==> src/rtl/bus_trace_pkg.sv <==
// Shared types for the Z80 bus tracer: cycle classes, sequencer states, record layout.
// Also provides the strobe classifier used on the captured bus samples.
package bus_trace_pkg;

    typedef enum logic [2:0] {
        CYC_FETCH  = 3'd0,
        CYC_MEM_RD = 3'd1,
        CYC_MEM_WR = 3'd2,
        CYC_IO_RD  = 3'd3,
        CYC_IO_WR  = 3'd4,
        CYC_INTA   = 3'd5,
        CYC_NONE   = 3'd7
    } cyc_t;

    typedef enum logic [2:0] {
        ST_IDLE,
        ST_SYNC,
        ST_TYPE,
        ST_AHI,
        ST_ALO,
        ST_DATA
    } state_t;

    typedef struct packed {
        cyc_t        typ;
        logic [15:0] addr;
        logic [7:0]  data;
    } trace_rec_t;

    typedef struct packed {
        logic        m1_n;
        logic        mreq_n;
        logic        iorq_n;
        logic        rd_n;
        logic        wr_n;
        logic [15:0] addr;
        logic [7:0]  data;
    } bus_smp_t;

    localparam logic [7:0] SYNC_BYTE_DEF = 8'hA5;

    localparam bus_smp_t BUS_IDLE = '{m1_n: 1'b1, mreq_n: 1'b1, iorq_n: 1'b1,
                                      rd_n: 1'b1, wr_n: 1'b1, addr: 16'h0000, data: 8'h00};

    // Strobes are active-low; earlier tests win.
    function automatic cyc_t classify(input bus_smp_t b);
        cyc_t c;
        c = CYC_NONE;
        if (!b.m1_n && !b.mreq_n && !b.rd_n) c = CYC_FETCH;
        else if (!b.m1_n && !b.iorq_n)       c = CYC_INTA;
        else if (!b.mreq_n && !b.rd_n)       c = CYC_MEM_RD;
        else if (!b.mreq_n && !b.wr_n)       c = CYC_MEM_WR;
        else if (!b.iorq_n && !b.rd_n)       c = CYC_IO_RD;
        else if (!b.iorq_n && !b.wr_n)       c = CYC_IO_WR;
        return c;
    endfunction

endpackage

==> src/rtl/trace_fifo.sv <==
// Generic synchronous FIFO holding whole trace records; head is always visible on head_dat.
// Latency: push visible at head one edge later. Backpressure: push while full is ignored unless a pop occurs the same edge.
// Pop while empty is ignored; reset clears pointers and count.
module trace_fifo #(
    parameter int DEPTH = 4,
    parameter int WIDTH = 8
) (
    input  logic                     CLK_n,
    input  logic                     RESET_n,
    input  logic                     push,
    input  logic [WIDTH-1:0]         push_dat,
    input  logic                     pop,
    output logic [WIDTH-1:0]         head_dat,
    output logic                     full,
    output logic                     empty,
    output logic [$clog2(DEPTH):0]   count
);

    localparam int AW = $clog2(DEPTH);
    localparam logic [AW:0] FULL_CNT = (AW+1)'(DEPTH);

    logic [WIDTH-1:0] mem [DEPTH];
    logic [AW-1:0]    wr_ptr;
    logic [AW-1:0]    rd_ptr;
    logic             do_push;
    logic             do_pop;

    assign full     = (count == FULL_CNT);
    assign empty    = (count == '0);
    assign do_pop   = pop && !empty;
    assign do_push  = push && (!full || do_pop);
    assign head_dat = mem[rd_ptr];

    always_ff @(posedge CLK_n) begin
        if (!RESET_n) begin
            wr_ptr <= '0;
            rd_ptr <= '0;
            count  <= '0;
        end else begin
            if (do_push) wr_ptr <= wr_ptr + AW'(1);
            if (do_pop)  rd_ptr <= rd_ptr + AW'(1);
            count <= count + (AW+1)'(do_push) - (AW+1)'(do_pop);
        end
    end

    always_ff @(posedge CLK_n) begin
        if (RESET_n && do_push) mem[wr_ptr] <= push_dat;
    end

endmodule

==> src/rtl/bus_trace_sequencer.sv <==
// Captures completed Z80 bus cycles as {type,A,D} records and serialises them as 5-byte frames.
// Latency: cycle end sampled at edge k -> FIFO write k+1 -> SYNC byte valid after k+2.
// Backpressure: tx_valid/tx_ready hold each byte; records arriving with the FIFO full are dropped and counted.
module bus_trace_sequencer
    import bus_trace_pkg::*;
#(
    parameter int         FIFO_DEPTH = 4,
    parameter logic [7:0] SYNC_BYTE  = SYNC_BYTE_DEF
) (
    input  logic        CLK_n,
    input  logic        RESET_n,
    input  logic        M1_n,
    input  logic        MREQ_n,
    input  logic        IORQ_n,
    input  logic        RD_n,
    input  logic        WR_n,
    input  logic [15:0] A,
    input  logic [7:0]  D,
    input  logic        trace_en,
    output logic [7:0]  tx_data,
    output logic        tx_valid,
    input  logic        tx_ready,
    output logic        overflow,
    output logic [7:0]  dropped_cnt
);

    localparam int CW = $clog2(FIFO_DEPTH) + 1;

    bus_smp_t   s1_q;
    bus_smp_t   s2_q;
    cyc_t       cls1;
    cyc_t       cls2;
    logic       end_evt;
    logic       push;
    logic       pop;
    logic       drop;
    trace_rec_t push_rec;
    trace_rec_t head_rec;
    logic       fifo_full;
    logic       fifo_empty;
    logic [CW-1:0] fifo_cnt;
    state_t     state_q;
    state_t     state_d;

    always_ff @(posedge CLK_n) begin
        if (!RESET_n) begin
            s1_q <= BUS_IDLE;
            s2_q <= BUS_IDLE;
        end else begin
            s1_q <= '{m1_n: M1_n, mreq_n: MREQ_n, iorq_n: IORQ_n,
                      rd_n: RD_n, wr_n: WR_n, addr: A, data: D};
            s2_q <= s1_q;
        end
    end

    // A cycle has ended once the newer sample no longer shows the same class.
    assign cls1     = classify(s1_q);
    assign cls2     = classify(s2_q);
    assign end_evt  = (cls2 != CYC_NONE) && (cls1 != cls2);
    assign push     = end_evt && trace_en;
    assign push_rec = '{typ: cls2, addr: s2_q.addr, data: s2_q.data};
    assign drop     = push && fifo_full && !pop;

    trace_fifo #(
        .DEPTH (FIFO_DEPTH),
        .WIDTH ($bits(trace_rec_t))
    ) u_fifo (
        .CLK_n    (CLK_n),
        .RESET_n  (RESET_n),
        .push     (push),
        .push_dat (push_rec),
        .pop      (pop),
        .head_dat (head_rec),
        .full     (fifo_full),
        .empty    (fifo_empty),
        .count    (fifo_cnt)
    );

    always_ff @(posedge CLK_n) begin
        if (!RESET_n) begin
            overflow    <= 1'b0;
            dropped_cnt <= 8'h00;
        end else if (drop) begin
            overflow <= 1'b1;
            if (dropped_cnt != 8'hFF) dropped_cnt <= dropped_cnt + 8'h01;
        end
    end

    always_ff @(posedge CLK_n) begin
        if (!RESET_n) state_q <= ST_IDLE;
        else          state_q <= state_d;
    end

    // Every byte of a frame reads the FIFO head; the entry is only released with the DATA byte.
    always_comb begin
        state_d  = state_q;
        pop      = 1'b0;
        tx_valid = 1'b1;
        tx_data  = 8'h00;
        case (state_q)
            ST_IDLE: begin
                tx_valid = 1'b0;
                if (!fifo_empty) state_d = ST_SYNC;
            end
            ST_SYNC: begin
                tx_data = SYNC_BYTE;
                if (tx_ready) state_d = ST_TYPE;
            end
            ST_TYPE: begin
                tx_data = {5'b00000, head_rec.typ};
                if (tx_ready) state_d = ST_AHI;
            end
            ST_AHI: begin
                tx_data = head_rec.addr[15:8];
                if (tx_ready) state_d = ST_ALO;
            end
            ST_ALO: begin
                tx_data = head_rec.addr[7:0];
                if (tx_ready) state_d = ST_DATA;
            end
            ST_DATA: begin
                tx_data = head_rec.data;
                if (tx_ready) begin
                    pop     = 1'b1;
                    state_d = (fifo_cnt > CW'(1)) ? ST_SYNC : ST_IDLE;
                end
            end
            default: begin
                tx_valid = 1'b0;
                state_d  = ST_IDLE;
            end
        endcase
    end

endmodule

==> config.mk <==
export PLATFORM = sky130hd
export DESIGN_NAME = bus_trace_sequencer
export DESIGN_NICKNAME = d
export VERILOG_FILES = /design/src/rtl/bus_trace_pkg.sv /design/src/rtl/trace_fifo.sv /design/src/rtl/bus_trace_sequencer.sv
export SDC_FILE = /design/constraint.sdc
export NUM_CORES = 1
export LEC_CHECK = 0
export ABC_AREA = 1
export CAP_MARGIN = 20
export CORE_MARGIN = 4
export CORE_UTILIZATION = 40
export CTS_CLUSTER_DIAMETER = 40
export DETAILED_ROUTE_END_ITERATION = 8
export SYNTH_ARGS = -nofsm -noshare
export SYNTH_HDL_FRONTEND = slang
export SYNTH_SLANG_ARGS = --single-unit
==> constraint.sdc <==
create_clock -name CLK_n -period 3.1 [get_ports CLK_n]
set_input_delay 0.62 -clock CLK_n [delete_from_list [all_inputs] [get_ports CLK_n]]
set_output_delay 0.62 -clock CLK_n [all_outputs]
set_load 0.1 [all_outputs]
# == Word-level counts from Yosys, hierarchy flattened ==
# Memories as Yosys holds them, arrays and structs flattened. A register that Yosys moved wholly into a read port is not among the register bits.
# Index checks and enable logic that the tools add are counted.
# word_totals
mem_count,1
regBits,77
output_inout_bits,18
mem_bits_rw,108
inputBits,33
# classes
add_sub_neg,5
magnitude_cmp,1
reduce_logical,40
n_eq_ne,15
muxes,28
# memory_table
memory,words,word_bits,read_ports,rd_ports_with_merged_regs,wr,line,rtl
u_fifo.mem,4,27,1,1,1,trace_fifo.sv:22,logic [WIDTH-1:0] mem [DEPTH];
# ops
operator,count
$mux 3,16
$pmux 8 s5,1
$logic_and 1x1->1,21
$pmux 3 s6,1
$logic_not 1->1,13
$ne 2x2->1 const B,6
$eq 3x3->1 const B,3
$add 8x1->8 const B,1
$mux 2,4
$ne 8x8->1 const B,1
$eq 3x2->1 const B,2
$logic_not 3->1,2
$mux 1,6
$reduce_and 6->1,1
$reduce_or 5->1,1
$add 2x1->2 const B,2
$add 3x1->3,1
$eq 3x1->1 const B,1
$gt 3x1->1 const B,1
$ne 3x3->1,1
$ne 3x3->1 const B,1
$sub 3x1->3,1
$reduce_and 2->1,1
$logic_or 1x1->1,1

# == Longest topological paths before layout ==
# logic_depth
depth_word,15
depth_mapped,16
depth_no_buf,16

# == Modules after synthesis ==
# Synthesis repeated with hierarchy kept, for this count alone.
# hier_totals
hier_cells,734
hier_area_um2,7434.6
# by_module_without_submodules
mod,n_inst,area_per_inst_um2,cells_per_inst
trace_fifo,1,4554.4,335
bus_trace_sequencer,1,2880.3,399

# == Worst setup path after synthesis ==
# Ideal clock, no wire load.
# synth_path
path_kind,flip-flop to output port
startpoint,register state_q[0]
endpoint,output tx_data[0]
path_stages_with_launch,9
required_ns,2.480
setup_slack_ns,-0.612
arrival_time_ns,3.092
path_cell_list,dfxtp_1 > inv_2 > nor2_1 > inv_1 > nor2_2 > inv_1 > nand2_2 > inv_1 > a41oi_1
# synth_between
elab_chain_cells,2
# synth_rtl
element,line,rtl
from (decl),bus_trace_sequencer.sv:42,state_t state_q;
from (signal assigned),bus_trace_sequencer.sv:91,else state_q <= state_d;
$eq 3x3->1 (tied with other cells),bus_trace_sequencer.sv:100,case (state_q)
$pmux 8 s5 *,bus_trace_sequencer.sv:100,
to (decl),bus_trace_sequencer.sv:20,"output logic [7:0] tx_data,"
# Mark *: on every way between the ends. The rest lies on a longest branch, timed or not.

# == Worst setup path in the final report ==
# layout_path
startpoint,register state_q[0]
endpoint,output tx_data[2]
# The elaborated chain is that of the path after synthesis.

==> run_results.csv <==
group,metric,value,unit
outcome,outcome,"finished clean",
power,pwr-share-comb,3.1,%
timing,fin_crit,2.91,ns
worst_setup_path,critPathArrivalTime,2.29,ns
power,irDropWorstVdd,0.426,mV
clocking,cts_resized,0,
final_layout,layout.nets,817,
logic_synthesis,synthArstFlopShare,0,%
logic_synthesis,synth.avg_cell_area,10.3,µm²
logic_synthesis,syn-num-nets,761,
floorplanning,fp.dieH,144,µm
run,maxCapViolations,0,
clocking,cts.sinks,187,
logic_synthesis,synth-edff-count,108,
floorplanning,die_w,144,µm
floorplanning,die_area,20600,µm²
worst_setup_path,required,2.48,ns
floorplanning,start_util,40.8,%
worst_setup_path,rrSetupSlack,0.66,ns
worst_setup_path,start_kind,"flip-flop",
logic_synthesis,ys_seq_area_share,65.5,%
clocking,clk_latency,0.44,ns
power,p_sw_share,22.1,%
placement,dp_slack,0.433,ns
detailed_routing,wl,14100,µm
final_layout,num_antenna_cells,0,
clocking,ctsHoldBuffers,0,
power,p_per_area,561,nW/µm²
timing,layout_setup_ws,0.188,ns
final_layout,drive_above_1_share,14.0,%
final_layout,multiInputGateArea,2050,µm²
timing,tightest_slew,0.522,ns
logic_synthesis,synth_area_leaders,"edfxtp_1, dfxtp_1, nand2_1",
clocking,cts_setup_buffers,0,
floorplanning,coreArea,18000,µm²
detailed_routing,drc,0,
power,switchingPower,1.10,mW
placement,portBuffers,50,
power,p_seq_share,53.7,%
logic_synthesis,synth_cell_types,37,
global_route,antenna_found_initial,0,
logic_synthesis,syn_area,7360,µm²
placement,place_congestion,0.782,
timing,relSlewSlack,65.2,%
timing,tns,0,ns
detailed_routing,dr.pass1.iters,4,
clocking,cts-root-buf,"clkbuf_16",
final_layout,layout_commonest_cell,"nand2_1",
placement,dp_hpwl,9090,µm
global_route,grtUsageTotal,14.6,%
timing,finalHoldViolations,0,
clocking,cts_max_path_buffers,2,
timing,final_max_slew_viol_count,0,
global_route,grt_pass1_wl,23300,µm
power,power.leakage,3.63,nW
power,power.total,4.98,mW
logic_synthesis,synth_top_area_share,44.1,%
worst_setup_path,worst-setup-path-type,"reg2out",
detailed_routing,drtIter0Drc,306,
timing,rsz0062_at_grt,"false",
worst_hold_path,min_path_type,"reg2reg",
timing,max_freq,343,MHz
clocking,cts.clk_slew.worst_paths,0.07,ns
logic_synthesis,syn-instance-count,717,
timing,timing.final.crit_share,93.9,%
power,clockPowerShare,43.2,%
timing,setup_viol_count_final,0,
worst_setup_path,critPathCaptureType,"primary output",
global_route,globalRouteOverflowTotal,0,
logic_synthesis,synthFlopType,"edfxtp_1",
timing,fin_hold_ws,0.411,ns
floorplanning,io_pins,51,
clocking,h-tree-depth,4,
timing,skew,0.0107,ns
global_route,grt_pass1_vias,4773,
global_route,grt_max_degree,44,
detailed_routing,wl_per_cell,13.9,µm
final_layout,mostFrequentLayoutCells,"nand2_1, edfxtp_1, inv_1",
clocking,cts_tree,"yes",
logic_synthesis,ys_warn_count,0,
detailed_routing,ant_nets,0,
logic_synthesis,synth_top_cell_by_area,"edfxtp_1",
logic_synthesis,ys_ff_latch,187,
final_layout,seq_area,4820,µm²
detailed_routing,vias,4873,
floorplanning,core.rowCount,49,
final_layout,area_growth,20.6,%
final_layout,nFillCells,1618,
power,intPower,3.88,mW
worst_setup_path,path_max_fanout,6,
detailed_routing,via_per_inst,4.80,
clocking,cts_inserted_buffers,17,
-- flip-flops by register name, indices dropped and copies added, names as in the netlist, named ones only --
| name | cells |
|---|---|
| dropped_cnt | 8 |
| u_fifo.mem | 108 |
| u_fifo.wr_ptr | 2 |
| overflow | 1 |
| u_fifo.rd_ptr | 2 |
| s2_q | 5 |
| state_q | 3 |
| push_rec | 24 |
| u_fifo.count | 3 |
| s1_q | 29 |
-- worst paths after layout --
| path | start | to | depth (start not counted) |
|---|---|---|---|
| max | state_q[0] | tx_data[2] | 9 |
| min | s1_q[23] | push_rec[23] | 2 |
| max reg2reg | state_q[2] | u_fifo.count[2] | 13 |
| min reg2reg | s1_q[23] | push_rec[23] | 2 |
-- Yosys cell counts (2+ instances only) --
master / number
nand2_2: 8
nor2_2: 8
o21ai_1: 4
inv_4: 2
nor2_4: 2
dfxtp_1: 79
o22ai_1: 27
nand4_1: 5
o21bai_1: 4
o21ai_0: 57
nand2_4: 2
inv_1: 104
a21oi_1: 14
a21oi_2: 2
nor3_1: 5
edfxtp_1: 108
buf_2: 4
clkbuf_1: 19
nand2_1: 128
ha_1: 10
or2_2: 6
a41oi_1: 3
nand3_1: 9
a31oi_1: 2
nor2_1: 88
inv_2: 6
-- critical path, stage by stage, from the launching register on --
cell and delay (ns):
dfxtp_1 0.43, inv_2 0.08, nor2_1 0.18, inv_1 0.12, nor2_4 0.16, inv_1 0.07, nand2_2 0.12, inv_1 0.16
a41oi_2 0.30, buf_12 0.22
-- routing by layer --
| metal | part of all wire, % | wire [µm] | vias up | global-route usage [%] |
|---|---|---|---|---|
| met5 | 0 | 0 | - | 0 |
| met4 | 1.8 | 249 | 0 | 5.50 |
| met3 | 3.2 | 453 | 15 | 3.13 |
| met2 | 51 | 7140 | 80 | 24.7 |
| met1 | 44 | 6270 | 2321 | 18.3 |
| li1 | - | - | 2457 | - |
-- cell families after synthesis --
| logic type | count (synthesis) | synth area share [%] |
|---|---|---|
| simple gates | 265 | 15.8 |
| flops | 187 | 65.5 |
| buf+inv | 136 | 7.21 |
| compound gates | 116 | 9.18 |
| fa+ha+maj | 11 | 1.97 |
| xor+xnor | 1 | 0.119 |
| mux | 1 | 0.136 |
-- cell type report --
class | instances | share of cell area (%)
Tap cell | 229 | 3.23
Clock buffer | 17 | 4.79
Inverter | 112 | 4.79
Sequential cell | 187 | 54.3
Clock inverter | 15 | 1.93
Multi-Input combinational cell | 394 | 23.1
Timing Repair Buffer | 61 | 7.84
-- power groups by stage --
stage	sequential [mW]	combinational, mW	clock [mW]
floorplan	2.72	0.0950	0
global placement	2.73	0.152	0
detailed placement	2.73	0.155	0
CTS	2.68	0.156	2.20
global route	2.68	0.173	2.31
finish	2.68	0.154	2.15
-- metrics by stage --
| step | area [µm²] | util, % | instances |
|---|---|---|---|
| floorplan | 7360 | - | 717 |
| global placement | 8240 | 45.7 | 983 |
| detailed placement | 8240 | 45.7 | 983 |
| CTS | 8830 | 49.0 | 1015 |
| global route | 8880 | 49.3 | 1015 |
| finish | 8880 | 49.3 | 1015 |
No activity file was read; power rests on OpenSTA's default activity.
==> RTL change: new RTL, config.mk and constraints unchanged <==
`FIFO_DEPTH`: 4 -> 16.
--- a/src/rtl/bus_trace_sequencer.sv
+++ b/src/rtl/bus_trace_sequencer.sv
@@ -4,7 +4,7 @@
 module bus_trace_sequencer
     import bus_trace_pkg::*;
 #(
-    parameter int         FIFO_DEPTH = 4,
+    parameter int         FIFO_DEPTH = 16,
     parameter logic [7:0] SYNC_BYTE  = SYNC_BYTE_DEF
 ) (
     input  logic        CLK_n,
Function: changed (Yosys sat finds a counterexample within 10 cycles, from zero or initial values and one cycle with RESET_n low).
==> RTL change against the original RTL <==
- the run now ends with setup timing left
- cell count rose to 2.6 times the old value
- fmax fell by 10%
- combinational power rose by 19%
- first-iteration DRC count rose to 4.7 times the old value
- wire length rose to 3.8 times the old value
- power rose to 3.0 times the old value
- setup slack got worse by 340 ps
- register-to-register slack got worse by 360 ps
- sequential cell count rose by 332
- area after synthesis rose to 2.8 times the old value
- cell area rose to 2.9 times the old value
- sequential share of layout area rose by 3.1 points
- highest routed layer unchanged
==> RTL change: results (changes against the original RTL) <==
Logic synthesis
  • Complex-gate fraction of the synthesized area: 10.74% (+1.6 points)
  • Sequential fraction of the synthesis area: 71.26% (+5.7 points)
  • Synth Area in XOR/XNOR: 0.1272% (+0.0083 points)
  • Number of synthesized flops with an enable pin: 432 (+300%)
  • Post-synth cell types: 40 (+8.1%)
  • Leading post-synthesis cells by cell area: edfxtp_1 (63%), dfxtp_1 (8.4%), nor2_1 (5.9%)
  • Syn Nets: 1,807 (+140%)

Pwr
  • NetSw: 3.064 mW (+180%)
  • Worst VDD drop: 0.4509 mV (+5.9%)
  • P_leak: 8.885 nW (+150%)
  • PwrDens: 584.8 mW/mm² (+4.3%)

Global route
  • Largest net degree at the start of global routing: 64 (+45%)
  • M3 GR Usage: 2.823% (-0.30 points)
  • First-pass GRT wire length: 80,010 µm (+240%)
  • Met2 Usage GRT: 30.50% (+5.8 points)

Final layout
  • Number of fillers in the final layout: 4,335 (+170%)
  • Fin nets: 1,920 (+140%)

STA
  • Setup WS post-layout: -149.9 ps (-337.8 ps)
  • Fin Clk Skew: 22.70 ps (+11.99 ps)
  • Setup tns final: -952.6 ps (-952.6 ps)
  • Setup violators final: 8 (+8)

Placed design
  • DP Wirelength: 27,550 µm (+200%)

Run status
  • Violated checks: setup timing
  • Run status: complete, but fails checks

CTS
  • Clock buffer depth: 3 (+1)
  • Clk_lat worst skew: 620 ps (+180 ps)
  • H-tree depth: 2 (-2)
  • Cts bufs inserted: 59 (+42)

Setup path
  • CP peak stage delay: 380 ps (-50 ps)
  • Critical path fanouts, max: 8 (+2)
  • FF-to-FF setup slack: 300 ps (-360 ps)
  • Crit-path slowest cell: dfxtp_4

Detailed routing
  • DR iter-0 viols: 1,440 (+370%)
  • DRT Wirelength: 54,000 µm (+280%)
  • DRT met1 WL: 23,340 µm (+270%)
  • Wire length on met2: 25,550 µm (+260%)
  • Met3 routed WL: 3783 µm (+740%)
  • Detailed-route via count: 13,940 (+190%)
-- RTL change: worst paths after layout --
path         cells past startpoint      start              end
min reg2reg                      2    s1_q[7]      push_rec[7]
max reg2reg                     17   s2_q[27]  u_fifo.count[4]
max                             11  flip-flop       tx_data[5]
min                              2    s1_q[7]      push_rec[7]
-- RTL change: metrics by stage --
stage	instance area, µm²	instances	total power, mW	utilization (%)	hold slack [ps]
after floorplan	20660	1758	7.839	-	390.5
after global placement	22450	2453	7.939	43.85	392.1
after detailed placement	22450	2453	7.946	43.85	396.0
after CTS	25070	2583	15.09	48.96	413.1
after global routing	25620	2601	15.45	50.05	427.6
final	25620	2601	14.98	50.05	408.6
-- RTL change: power by group through the flow --
stage               Combinational (mW)  Sequential (mW)  Clock, mW
finish                           0.183             7.62       7.18
global route                     0.204             7.63       7.62
CTS                              0.182             7.62       7.29
detailed placement               0.178             7.77          0
global placement                 0.175             7.76          0
floorplan                       0.0995             7.74          0
-- RTL change: layout make-up --
type                    count  share of cell area, %
inverters                 117                  1.846
clock inverters            32                  1.338
repair inverters            3                 0.1416
repair buffers            147                  8.238
clock buffers              79                  6.710
multi-input cells        1024                  20.94
flip-flops and latches    519                  57.46
well taps                 680                  3.321
-- RTL change: repair_timing --
action	CTS	global route
hold endpoints to repair	0	0
setup endpoints to repair	8	9
gates resized for setup	67	93
buffers inserted	9	5
gates cloned	10	14
pin swaps	10	47
-- RTL change: critical path, delay by kind of cell (launching register included) --
kind            cells  cell delay, ps
buf+inv             5             830
compound gates      2             340
simple gates        4             460
flops               1             380
